--- src/rtl/reg_dump_pkg.sv ---
// reg_dump_pkg -- shared constants for the register dump block.
//   FSM state encodings, ASCII constants, per-line character count,
//   total line count and the nibble-to-ASCII helper.
//   Build option REG_DUMP_PC_EN adds a 33rd line carrying the program counter.
package reg_dump_pkg;

    localparam logic [2:0] ST_IDLE    = 3'd0;
    localparam logic [2:0] ST_ADDR    = 3'd1;
    localparam logic [2:0] ST_CAPTURE = 3'd2;
    localparam logic [2:0] ST_SEND    = 3'd3;
    localparam logic [2:0] ST_NEXT    = 3'd4;

    localparam logic [7:0] ASCII_ZERO = 8'h30;
    localparam logic [7:0] ASCII_A    = 8'h41;
    localparam logic [7:0] ASCII_LF   = 8'h0A;

    // 8 hex digits followed by a line feed
    localparam logic [3:0] CHARS_PER_LINE = 4'd9;

`ifdef REG_DUMP_PC_EN
    localparam logic [5:0] LINE_COUNT = 6'd33;
`else
    localparam logic [5:0] LINE_COUNT = 6'd32;
`endif
    localparam logic [5:0] LAST_LINE = LINE_COUNT - 6'd1;

    function automatic logic [7:0] hex_ascii(input logic [3:0] nib);
        if (nib < 4'd10)
            return ASCII_ZERO + {4'd0, nib};
        else
            return ASCII_A + {4'd0, nib - 4'd10};
    endfunction

endpackage

--- src/rtl/reg_dump_uart_tx.sv ---
// reg_dump_uart_tx -- 8N1 byte serialiser.
//   clk_cpu  in   clock
//   reset    in   synchronous active-high reset
//   data     in   byte to send
//   valid    in   data is offered
//   ready    out  byte accepted on an edge where valid && ready
//   tx       out  serial line, idle high
// ready is raised combinationally in the last cycle of the stop bit, so a
// byte offered then starts its start bit on the very next edge (no gap).
module reg_dump_uart_tx #(
    parameter int CLKS_PER_BIT = 434
) (
    input  logic       clk_cpu,
    input  logic       reset,
    input  logic [7:0] data,
    input  logic       valid,
    output logic       ready,
    output logic       tx
);

    localparam logic [15:0] BIT_LAST = 16'(CLKS_PER_BIT - 1);

    logic        active;
    logic [15:0] baud_cnt;
    logic [3:0]  bit_cnt;
    logic [8:0]  shift;
    logic        frame_end;

    // bit_cnt counts bits still to shift out after the current one
    assign frame_end = (baud_cnt == 16'd0) && (bit_cnt == 4'd0);
    assign ready     = !active || frame_end;

    always_ff @(posedge clk_cpu) begin
        if (reset) begin
            active   <= 1'b0;
            baud_cnt <= 16'd0;
            bit_cnt  <= 4'd0;
            shift    <= 9'd0;
            tx       <= 1'b1;
        end else if (valid && ready) begin
            active   <= 1'b1;
            tx       <= 1'b0;
            shift    <= {1'b1, data};
            bit_cnt  <= 4'd9;
            baud_cnt <= BIT_LAST;
        end else if (active) begin
            if (baud_cnt != 16'd0) begin
                baud_cnt <= baud_cnt - 16'd1;
            end else if (bit_cnt != 4'd0) begin
                tx       <= shift[0];
                shift    <= {1'b0, shift[8:1]};
                bit_cnt  <= bit_cnt - 4'd1;
                baud_cnt <= BIT_LAST;
            end else begin
                active <= 1'b0;
            end
        end
    end

endmodule

--- src/rtl/reg_dump.sv ---
// reg_dump -- dumps all 32 registers as ASCII hex lines over a UART.
//   clk_cpu       in   clock
//   reset         in   synchronous active-high reset
//   start         in   dump request (ignored while busy)
//   reg_dbg_adrs  out  register-file debug read address
//   reg_dbg_q     in   register-file debug read data (one cycle latency)
//   pc            in   program counter, dumped as a final line only when
//                      REG_DUMP_PC_EN is defined
//   tx            out  UART serial out, 8N1
//   busy          out  dump in progress
//   done          out  one-cycle pulse when the dump completes
//
// state    | meaning
// IDLE     | waiting for start
// ADDR     | reg_dbg_adrs presented, read data settling
// CAPTURE  | latch word, reset char count
// SEND     | stream 8 hex digits + LF, then wait for the last stop bit
// NEXT     | advance index or finish with done
module reg_dump
    import reg_dump_pkg::*;
#(
    parameter int CLKS_PER_BIT = 434
) (
    input  logic        clk_cpu,
    input  logic        reset,
    input  logic        start,
    output logic [4:0]  reg_dbg_adrs,
    input  logic [31:0] reg_dbg_q,
    input  logic [31:0] pc,
    output logic        tx,
    output logic        busy,
    output logic        done
);

    logic [2:0]  state;
    logic [5:0]  index;
    logic [31:0] word;
    logic [3:0]  char_cnt;
    logic [31:0] capture_word;
    logic [7:0]  tx_data;
    logic        tx_valid;
    logic        tx_ready;

`ifdef REG_DUMP_PC_EN
    // index 32 is the extra program-counter line
    assign capture_word = index[5] ? pc : reg_dbg_q;
`else
    logic unused_pc;
    assign unused_pc    = ^pc;
    assign capture_word = reg_dbg_q;
`endif

    assign reg_dbg_adrs = index[4:0];
    assign busy         = (state != ST_IDLE);

    // word is shifted left a nibble per accepted digit, so the current
    // digit is always the top nibble
    assign tx_data  = (char_cnt == 4'd8) ? ASCII_LF : hex_ascii(word[31:28]);
    assign tx_valid = (state == ST_SEND) && (char_cnt != CHARS_PER_LINE);

    always_ff @(posedge clk_cpu) begin
        if (reset) begin
            state    <= ST_IDLE;
            index    <= 6'd0;
            word     <= 32'd0;
            char_cnt <= 4'd0;
            done     <= 1'b0;
        end else begin
            done <= 1'b0;
            case (state)
                ST_IDLE: begin
                    if (start) begin
                        index <= 6'd0;
                        state <= ST_ADDR;
                    end
                end
                ST_ADDR: begin
                    state <= ST_CAPTURE;
                end
                ST_CAPTURE: begin
                    word     <= capture_word;
                    char_cnt <= 4'd0;
                    state    <= ST_SEND;
                end
                ST_SEND: begin
                    if (char_cnt == CHARS_PER_LINE) begin
                        // ready here marks the end of the LF stop bit
                        if (tx_ready)
                            state <= ST_NEXT;
                    end else if (tx_ready) begin
                        char_cnt <= char_cnt + 4'd1;
                        word     <= {word[27:0], 4'h0};
                    end
                end
                ST_NEXT: begin
                    if (index == LAST_LINE) begin
                        state <= ST_IDLE;
                        done  <= 1'b1;
                    end else begin
                        index <= index + 6'd1;
                        state <= ST_ADDR;
                    end
                end
                default: begin
                    state <= ST_IDLE;
                end
            endcase
        end
    end

    reg_dump_uart_tx #(
        .CLKS_PER_BIT(CLKS_PER_BIT)
    ) u_uart_tx (
        .clk_cpu (clk_cpu),
        .reset   (reset),
        .data    (tx_data),
        .valid   (tx_valid),
        .ready   (tx_ready),
        .tx      (tx)
    );

endmodule

--- config.mk ---
export PLATFORM = sky130hd
export DESIGN_NAME = reg_dump
export DESIGN_NICKNAME = d
export VERILOG_FILES = /design/src/rtl/reg_dump_pkg.sv /design/src/rtl/reg_dump_uart_tx.sv /design/src/rtl/reg_dump.sv
export SDC_FILE = /design/constraint.sdc
export NUM_CORES = 1
export LEC_CHECK = 0
export CAP_MARGIN = 0
export CORE_UTILIZATION = 56
export DETAILED_ROUTE_END_ITERATION = 7
export GPL_TIMING_DRIVEN = 0
export PLACE_DENSITY = 0.9
export SETUP_SLACK_MARGIN = 0.4
export SYNTH_ARGS = -nofsm -noshare
export SYNTH_HDL_FRONTEND = slang
export SYNTH_SLANG_ARGS = --single-unit
--- constraint.sdc ---
create_clock -name clk_cpu -period 4.77 [get_ports clk_cpu]
set_input_delay 0.954 -clock clk_cpu [delete_from_list [all_inputs] [get_ports clk_cpu]]
set_output_delay 0.954 -clock clk_cpu [all_outputs]
set_load 0.005 [all_outputs]
==> flow_summary.toml, run 1 <==
[setup_path]
timing.critical_path.required_ps = 3820
critical_path_peak_fanout = 7
path_class = "reg -> out"
setup.worst_path.start_class = "register"
crit_path_end_kind = "output port"
critical_path.max_stage_delay_ps = 450
crit_chain = "buf_2 -> nor3_1 -> inv_1 -> clkdlybuf4s50_1"
critical_path.reg2reg.startpoint = "u_uart_tx.bit_cnt[0]"
worst-endpoint-arrival_ps = 1660
rr_endpoint = "word[25]"
worst_r2r_path_depth = 8
worst_path_max_delay_cell = "sky130_fd_sc_hd__clkdlybuf4s50_1"
rrSetupSlack_ps = 2460

[global_route]
grt_start_max_net_pins = 13
grt_antenna_before_repair = 0
grt_first_pass_wirelength_um = 15900
vias_in_the_first_global_route = 3385
grt_remaining_overflow = 0
tot_gr_track_use_pct = 27.0

[pwr]
power.switching_w = 0.000571
power_per_cell_area_nw_per_um2 = 385
ir_drop_mv = 0.225
switching_share_pct = 31.2
power.clock.fraction_pct = 31.6
p_comb_share_pct = 26.8
power_report.internal_total_w = 0.00126
sequentialPowerShare_pct = 41.6
power.leakage_nw = 1.85

[floorplan]
row_count = 30
initial_core_util_pct = 58.6
area_of_the_core_um2 = 6830
die_area_um2 = 7490
die-height_um = 86.5
top_level_ports = 75
die_width_um = 86.5

[placement]
place.port_buffers = 41
hpwlAfterDp_um = 6560
final_weighted_congestion_in_routability_driven_placement = 0.837
post-place-cells = 565

[finish]
multi_input_comb_area_um2 = 2180
most_common_library_cell_in_the_layout_ignoring_fill_and_taps = "sky130_fd_sc_hd__dfxtp_1"
layout_common_cells = "sky130_fd_sc_hd__dfxtp_1 (77), sky130_fd_sc_hd__clkdlybuf4s50_1 (41), sky130_fd_sc_hd__nor3_1 (39)"
regArea_um2 = 1540
syn_to_final_growth_pct = 18.9
net_count_final = 556
filler_cells = 500
post-route-util_pct = 69.7
layout-drive-gt1-share_pct = 15.3
antenna_cells_inserted = 0
layoutNonFillerInstCount = 580

[clocking]
clk-insertion-delay-late_ps = 360
cts_htree_levels = 3
holdBufCountCts = 0
tritoncts_clock_tree = "yes"
clk_pin_slew_worst_paths_ps = 70
cts_setup_buffers = 0
cts-buffers-inserted = 9
tritoncts_num_sinks = 77
cts_repair_resize_count = 0
cts.root.buffer_cell = "sky130_fd_sc_hd__clkbuf_8"
maximum_clock_path_buffer_count = 2

[drt]
routedWlPerCell_um = 16.2
met3_length_um = 473
number_of_drc_markers_in_iteration_0 = 168
avgViaCountPerCell = 5.94
remaining_drc_errors = 0
top_metal_layer_carrying_routed_signals = "met4"
met2WireLength_um = 4540
wl_met1_um = 4250
drt-total-wl_um = 9420
drtAntennaViolNets = 0
route.vias.total = 3447
drt_pre_antenna_iters = 4

[outcome]
status = "complete, no violations"

[sta]
report.final.setup_viol = 0
final.min_clock_period_ps = 2620
clock-skew-final_ps = 11.0
rsz0062_at_grt = "false"
final_max_slew_viols = 0
finalHoldWorstSlack_ps = 470
worst_slew_pin_slew_ps = 712
final_critical_path_share_of_the_clock_period_pct = 54.9
fmax_ghz = 0.382
timing.max_slew.rel_slack_pct = 52.5
hold_violations = 0
tns_ps = 0

[job]
max_cap_viol_count = 0

[logic_synthesis]
synth_edf_count = 0
synth_seq_cells = 77
synth.lib_cells_used.distinct = 69
synthArstFlopShare_pct = 0
syn_area_um2 = 4000
synthesized_area_divided_by_synthesized_cell_count_um2 = 9.35
syn-num-nets = 504
synthesis.yosys.warnings = 0
synth_flop_cell = "sky130_fd_sc_hd__dfxtp_1"
synthesis.instances = 428
synth_seq_area_share_pct = 38.5

[min_path]
hold_end = "word[3]"
worstHoldStart = "word[3]"
min_delay_path_depth = 2
path_type_of_the_worst_min_delay_path = "reg -> reg"
==> through the flow <==
| step | power [W] | setup slack (ps) | area (um2) |
|---|---|---|---|
| after floorplan | 0.00113 | 2650 | 4000 |
| after global placement | 0.00123 | 2190 | 4530 |
| after detailed placement | 0.00125 | 2160 | 4530 |
| after CTS | 0.00183 | 2140 | 4760 |
| after global routing | 0.00192 | 2080 | 4760 |
| final | 0.00183 | 2150 | 4760 |
==> critical path, delay by kind of cell, from the launching register on <==
| family | cells | cell delay [ps] |
|---|---|---|
| buffers and inverters | 3 | 690 |
| and+or+nand+nor | 1 | 330 |
| DFF | 1 | 300 |
==> power groups by stage <==
stage          combinational (W)  sequential, W  clock [W]
2_1_floorplan           0.000366       0.000759          0
3_3_place_gp            0.000463       0.000768          0
3_5_place_dp            0.000481       0.000773          0
4_1_cts                 0.000485       0.000759   0.000582
5_1_grt                 0.000537       0.000767   0.000611
6_report                0.000490       0.000762   0.000579
==> cell usage after synthesis, types with 3 or more instances <==
| cell | instances | area [um2] |
|---|---|---|
| sky130_fd_sc_hd__ha_1 | 9 | 113 |
| sky130_fd_sc_hd__o21ai_0 | 11 | 55.1 |
| sky130_fd_sc_hd__buf_2 | 6 | 30.0 |
| sky130_fd_sc_hd__dfxtp_1 | 77 | 1540 |
| sky130_fd_sc_hd__clkbuf_1 | 13 | 48.8 |
| sky130_fd_sc_hd__nor2_1 | 34 | 128 |
| sky130_fd_sc_hd__nand2b_1 | 3 | 18.8 |
| sky130_fd_sc_hd__nor3_1 | 39 | 195 |
| sky130_fd_sc_hd__buf_6 | 7 | 78.8 |
| sky130_fd_sc_hd__a211oi_1 | 13 | 97.6 |
| sky130_fd_sc_hd__nand4_1 | 6 | 37.5 |
| sky130_fd_sc_hd__or3_1 | 6 | 37.5 |
| sky130_fd_sc_hd__nor2b_1 | 3 | 18.8 |
| sky130_fd_sc_hd__buf_4 | 5 | 37.5 |
| sky130_fd_sc_hd__nor4_1 | 3 | 18.8 |
| sky130_fd_sc_hd__nor3b_1 | 3 | 22.5 |
| sky130_fd_sc_hd__nand2_1 | 13 | 48.8 |
| sky130_fd_sc_hd__inv_1 | 17 | 63.8 |
| sky130_fd_sc_hd__nand3_1 | 12 | 60.1 |
| sky130_fd_sc_hd__xor2_1 | 8 | 70.1 |
| sky130_fd_sc_hd__mux2i_1 | 28 | 280 |
| sky130_fd_sc_hd__a211oi_2 | 25 | 313 |
| sky130_fd_sc_hd__xnor2_1 | 5 | 43.8 |
| sky130_fd_sc_hd__o211ai_1 | 5 | 37.5 |
| sky130_fd_sc_hd__a21oi_1 | 22 | 110 |
==> per-layer routing <==
metal  track usage, %  up-vias
met3             5.81       19
li1                 -     1660
met4             9.85        0
met1             34.5     1655
met5                0        -
met2             45.0      113
==> state kept, by name, indices dropped and copies added, names as in the netlist <==
name / flops
u_uart_tx.active: 1
state: 3
char_cnt: 4
done: 1
index: 6
word: 32
u_uart_tx.tx: 1
u_uart_tx.shift: 9
u_uart_tx.baud_cnt: 16
u_uart_tx.bit_cnt: 4
==> area by class of cell <==
type | count | share of cell area (%)
Inverter | 17 | 1.34
Tap cell | 96 | 2.52
Clock inverter | 5 | 2.10
Buffer | 34 | 4.55
Timing Repair Buffer | 41 | 8.62
Clock buffer | 10 | 2.68
Multi-Input combinational cell | 300 | 45.8
Sequential cell | 77 | 32.4
==> how the worst max path moves through the flow <==
| stage | start | slack (ps) | cells after the start | endpoint |
|---|---|---|---|---|
| 2_1_floorplan | reset | 2650 | 4 | u_uart_tx.baud_cnt[0] |
| 3_3_place_gp | reset | 2190 | 4 | u_uart_tx.baud_cnt[0] |
| 3_5_place_dp | reset | 2160 | 4 | u_uart_tx.baud_cnt[0] |
| 4_1_cts | state[0] | 2140 | 4 | busy |
| 5_1_grt | state[0] | 2080 | 4 | busy |
| 6_report | state[0] | 2150 | 4 | busy |
==> cells by family (layout without fill, tap and decap cells) <==
logic type / Yosys count / in the layout / share of synthesized area (%)
muxes: 28 / 28 / 7.00
xor gates and xnor gates: 13 / 13 / 2.85
adders and majority gates: 9 / 9 / 2.81
DFF: 77 / 77 / 38.5
buffers and inverters: 51 / 107 / 7.00
and+or+nand+nor: 148 / 148 / 20.7
AOI/OAI and AO/OA: 102 / 102 / 21.1
Power figures use the tool's default switching activity.
==> inputs of run 2 (changes only) <==
- CORE_UTILIZATION: 56 -> 47
- PLACE_DENSITY: 0.9 -> 0.81
- clock period: 4.77 -> 2.1 ns (I/O delays scaled with it)
==> flow_summary.toml, run 2 (synthesis results as in run 1) <==
[outcome]
status = "finished with violations"
violations = "setup timing"

[global_route]
vias_in_the_first_global_route = 4064
grt_antenna_before_repair = 0
grt_remaining_overflow = 0
grt_first_pass_wirelength_um = 20400
tot_gr_track_use_pct = 30.3
grt_start_max_net_pins = 15

[min_path]
path_type_of_the_worst_min_delay_path = "reg -> reg"

[floorplan]
die_area_um2 = 8890
die-height_um = 94.3
area_of_the_core_um2 = 8220
row_count = 33
top_level_ports = 75
initial_core_util_pct = 48.7
die_width_um = 94.3

[finish]
layout-drive-gt1-share_pct = 51.2
layoutNonFillerInstCount = 660
filler_cells = 446
antenna_cells_inserted = 0
net_count_final = 626
registers.top_by_ff_count = "word"
finalInstanceArea_um2 = 6400
post-route-util_pct = 77.9
multi_input_comb_area_um2 = 2970
layout_common_cells = "sky130_fd_sc_hd__dfxtp_1 (62), sky130_fd_sc_hd__buf_4 (42), sky130_fd_sc_hd__a211oi_2 (36)"
regArea_um2 = 1570
reg_top3 = "word x32, u_uart_tx.baud_cnt x16, u_uart_tx.shift x9"
most_common_library_cell_in_the_layout_ignoring_fill_and_taps = "sky130_fd_sc_hd__dfxtp_1"
largest_register_ffs = 32
syn_to_final_growth_pct = 60.0

[pwr]
power_per_cell_area_nw_per_um2 = 804
switching_share_pct = 37.0
sequentialPowerShare_pct = 34.7
ir_drop_mv = 0.362
p_comb_share_pct = 41.3
power.leakage_nw = 2.54
power_report.internal_total_w = 0.00324
power.switching_w = 0.00190
power.clock.fraction_pct = 23.9

[sta]
worst_slew_pin_slew_ps = 764
timing.max_slew.rel_slack_pct = 49.0
hold_violations = 0
rsz0062_at_grt = "true"
clock-skew-final_ps = 19.8
timing.final.ws_setup_ps = -72.4
fmax_ghz = 0.460
final_critical_path_share_of_the_clock_period_pct = 103
final_max_slew_viols = 0
report.final.setup_viol = 23
final.min_clock_period_ps = 2170

[drt]
remaining_drc_errors = 0
drt-total-wl_um = 15300
drt_pre_antenna_iters = 5
routedWlPerCell_um = 23.1
avgViaCountPerCell = 6.48
number_of_drc_markers_in_iteration_0 = 319
route.vias.total = 4278
drtAntennaViolNets = 0

[setup_path]
worst-endpoint-arrival_ps = 2440
crit_path_end_kind = "register"
critical_path_peak_fanout = 4
timing.critical_path.required_ps = 2370
path_class = "reg -> reg"
setup.worst_path.start_class = "register"

[clocking]
maximum_clock_path_buffer_count = 2
cts_htree_levels = 3
clk-insertion-delay-late_ps = 380
tritoncts_clock_tree = "yes"
tritoncts_num_sinks = 77
cts-buffers-inserted = 9
holdBufCountCts = 0
cts.root.buffer_cell = "sky130_fd_sc_hd__clkbuf_8"
clk_pin_slew_worst_paths_ps = 90

[placement]
place.port_buffers = 41
post-place-cells = 574
hpwlAfterDp_um = 6700
detailed_place.area_um2 = 4680
final_weighted_congestion_in_routability_driven_placement = 0.855

[job]
max_cap_viol_count = 0
run 2: changes by cell type in the layout (fill, tap and decap cells not counted), moves of 12 or more:
cell,delta
sky130_fd_sc_hd__a21oi_1,-15
sky130_fd_sc_hd__a21oi_2,+14
sky130_fd_sc_hd__buf_4,+37
sky130_fd_sc_hd__buf_6,+22
sky130_fd_sc_hd__dfxtp_1,-15
sky130_fd_sc_hd__nor2_1,-19
sky130_fd_sc_hd__nor2_4,+12
sky130_fd_sc_hd__nor3_1,-25
sky130_fd_sc_hd__nor3_2,+14
run 2: repair_timing:
action	in CTS	in global routing
gates resized for setup	102	119
setup buffers	50	16
pin swaps	43	38
endpoints found under the setup margin	82	79
gates cloned	4	0
run 2: path summary, 6_finish.rpt:
path / end / startpoint / slack [ps] / cells after the start
max: u_uart_tx.baud_cnt[0] / char_cnt[1] / -70 / 12
min: word[1] / word[1] / 500 / 2
max reg2reg: u_uart_tx.baud_cnt[0] / char_cnt[1] / -70 / 12
min reg2reg: word[1] / word[1] / 500 / 2
run 2: per-layer routing:
layer	track usage [%]	share of wire (%)	vias up
li1	-	-	1819
met1	36.0	38	2087
met2	49.2	48	285
met3	8.25	8.1	87
met4	16.8	5.7	0
met5	0	0	-
run 2: worst max-delay path, stage by stage (launching register included):
cell	delay (ps)
sky130_fd_sc_hd__dfxtp_2	350
sky130_fd_sc_hd__inv_2	50
sky130_fd_sc_hd__ha_4	140
sky130_fd_sc_hd__and3b_2	210
sky130_fd_sc_hd__or2_1	260
sky130_fd_sc_hd__buf_8	140
sky130_fd_sc_hd__buf_4	130
sky130_fd_sc_hd__buf_6	110
sky130_fd_sc_hd__o211ai_1	110
sky130_fd_sc_hd__buf_4	220
sky130_fd_sc_hd__buf_6	110
sky130_fd_sc_hd__nor2_2	30
sky130_fd_sc_hd__a211oi_2	210
run 2: stage by stage:
stage	hold slack [ps]	worst slack [ps]	power, W	setup TNS, ps
global route	500	-102	0.00530	-1940
finish	498	-72.4	0.00515	-665
global placement	456	-65.3	0.00286	-793
detailed placement	463	-88.6	0.00291	-1740
CTS	473	141	0.00455	0
floorplan	443	158	0.00262	0
run 2: power by group through the flow:
stage / registers (W) / clock network, W / logic [W]
5_1_grt: 0.00180 / 0.00130 / 0.00220
4_1_cts: 0.00174 / 0.00120 / 0.00161
3_5_place_dp: 0.00177 / 0 / 0.00114
6_report: 0.00179 / 0.00123 / 0.00213
3_3_place_gp: 0.00176 / 0 / 0.00111
2_1_floorplan: 0.00173 / 0 / 0.000884
run 2: final cells by class:
class | instances | share of cell area, %
multi-input cells | 300 | 46.4
flip-flops and latches | 77 | 24.5
repair buffers | 111 | 18.0
plain buffers | 34 | 4.75
clock buffers | 10 | 2.15
well taps | 105 | 2.05
clock inverters | 6 | 1.11
inverters | 17 | 1.04
==> inputs of run 3 (changes only) <==
--- a/config.mk
+++ b/config.mk
@@ -9,2 +9,3 @@
 export CORE_UTILIZATION = 47
+export CTS_CLUSTER_SIZE = 14
 export DETAILED_ROUTE_END_ITERATION = 7
==> constraint.sdc (replaced) <==
create_clock -name clk_cpu -period 2.1 [get_ports clk_cpu]
set_input_delay 0.315 -clock clk_cpu [delete_from_list [all_inputs] [get_ports clk_cpu]]
set_output_delay 0.315 -clock clk_cpu [all_outputs]
set_load 0.005 [all_outputs]
==> flow_summary.toml, run 3 (synthesis results as in run 1) <==
[finish]
layout-drive-gt1-share_pct = 42.5
net_count_final = 605
multi_input_comb_area_um2 = 2710
filler_cells = 522
layout_common_cells = "sky130_fd_sc_hd__dfxtp_1 (63), sky130_fd_sc_hd__clkdlybuf4s50_1 (40), sky130_fd_sc_hd__buf_4 (37)"
registers.top_by_ff_count = "word"
syn_to_final_growth_pct = 47.9
largest_register_ffs = 32
most_common_library_cell_in_the_layout_ignoring_fill_and_taps = "sky130_fd_sc_hd__dfxtp_1"
antenna_cells_inserted = 0
reg_top3 = "word x32, u_uart_tx.baud_cnt x16, u_uart_tx.shift x9"
regArea_um2 = 1570
post-route-util_pct = 72.0

[floorplan]
die_area_um2 = 8890
die_width_um = 94.3
area_of_the_core_um2 = 8220
die-height_um = 94.3
top_level_ports = 75
initial_core_util_pct = 48.7
row_count = 33

[drt]
number_of_drc_markers_in_iteration_0 = 303
drt_pre_antenna_iters = 5
routedWlPerCell_um = 21.3
drtAntennaViolNets = 0
drt-total-wl_um = 13600
remaining_drc_errors = 0
avgViaCountPerCell = 6.26
route.vias.total = 3998

[placement]
place_ws_ps = -88.6
hpwlAfterDp_um = 6700
place.port_buffers = 41
final_weighted_congestion_in_routability_driven_placement = 0.855

[setup_path]
crit_path_end_kind = "register"
setup.worst_path.start_class = "register"
timing.critical_path.required_ps = 2330
worst-endpoint-arrival_ps = 2310
critical_path_peak_fanout = 7
path_class = "reg -> reg"

[pwr]
power_per_cell_area_nw_per_um2 = 826
ir_drop_mv = 0.353
fin_total_pwr_w = 0.00489
power.leakage_nw = 2.30

[sta]
tns_ps = 0
hold_violations = 0
final_critical_path_share_of_the_clock_period_pct = 99.1
timing.final.ws_setup_ps = 18.9
report.final.setup_viol = 0
finalHoldWorstSlack_ps = 476
worst_slew_pin_slew_ps = 791
timing.max_slew.rel_slack_pct = 47.3
final.min_clock_period_ps = 2080
rsz0062_at_grt = "true"
fmax_ghz = 0.481
final_max_slew_viols = 0
clock-skew-final_ps = 11.6

[global_route]
grt_antenna_before_repair = 0
grt_start_max_net_pins = 15
grt_first_pass_wirelength_um = 19800
tot_gr_track_use_pct = 29.2
grt_remaining_overflow = 0
vias_in_the_first_global_route = 3982

[clocking]
tritoncts_clock_tree = "yes"
clk-insertion-delay-late_ps = 380
cts.root.buffer_cell = "sky130_fd_sc_hd__clkbuf_8"
maximum_clock_path_buffer_count = 2
holdBufCountCts = 0
cts_htree_levels = 3
tritoncts_num_sinks = 77
clk_pin_slew_worst_paths_ps = 90
cts-buffers-inserted = 9

[min_path]
path_type_of_the_worst_min_delay_path = "reg -> reg"

[outcome]
status = "complete, no violations"

[job]
max_cap_viol_count = 0
-- run 3: final timing paths --
| check | start | endpoint | slack (ps) | depth (start not counted) |
|---|---|---|---|---|
| setup / recovery | u_uart_tx.bit_cnt[0] | u_uart_tx.baud_cnt[8] | 20 | 9 |
| hold reg to reg | u_uart_tx.tx | u_uart_tx.tx | 480 | 1 |
| hold / removal | u_uart_tx.tx | u_uart_tx.tx | 480 | 1 |
| setup reg to reg | u_uart_tx.bit_cnt[0] | u_uart_tx.baud_cnt[8] | 20 | 9 |
-- run 3: worst max-delay path, cell delays in order, from the launching register on --
cell,delay [ps]
sky130_fd_sc_hd__dfxtp_2,350
sky130_fd_sc_hd__inv_2,70
sky130_fd_sc_hd__ha_4,120
sky130_fd_sc_hd__or3b_4,380
sky130_fd_sc_hd__and2_4,210
sky130_fd_sc_hd__buf_12,130
sky130_fd_sc_hd__buf_6,110
sky130_fd_sc_hd__o22ai_4,290
sky130_fd_sc_hd__o211a_1,230
sky130_fd_sc_hd__a211oi_2,40
-- run 3: power by group --
part | total [W] | switching [W] | internal, W
Clock | 0.00122 | 0.000632 | 0.000590
Combinational | 0.00191 | 0.000972 | 0.000935
Sequential | 0.00176 | 0.000156 | 0.00160
Total | 0.00489 | 0.00176 | 0.00313
-- run 3: metrics by stage --
stage,instances,area (um2)
5_1_grt,639,5920
2_1_floorplan,428,4140
3_3_place_gp,574,4680
4_1_cts,630,5560
6_report,639,5920
3_5_place_dp,574,4680
-- run 3: metal layers --
metal	GRT usage, %	vias to the layer above	wire length, um
met5	0	-	0
met3	7.04	61	960
li1	-	1760	-
met4	15.0	0	586
met1	35.2	1974	5420
met2	47.9	203	6670
-- run 3: area by class of cell --
class                      instances  area share, %
tap                              105           2.22
multi-input combinational        300           45.7
sequential                        77           26.6
clock inverter                     6           1.21
clock buffer                      10           2.33
buffer                            34           5.14
timing repair buffer              90           15.7
inverter                          17           1.12
-- run 3: what timing repair did --
action                     4_1_cts  5_1_grt
setup buffers                   38        7
gates cloned                     2        2
pin swaps                       36       16
resized for setup               84       63
setup endpoints to repair       79       82
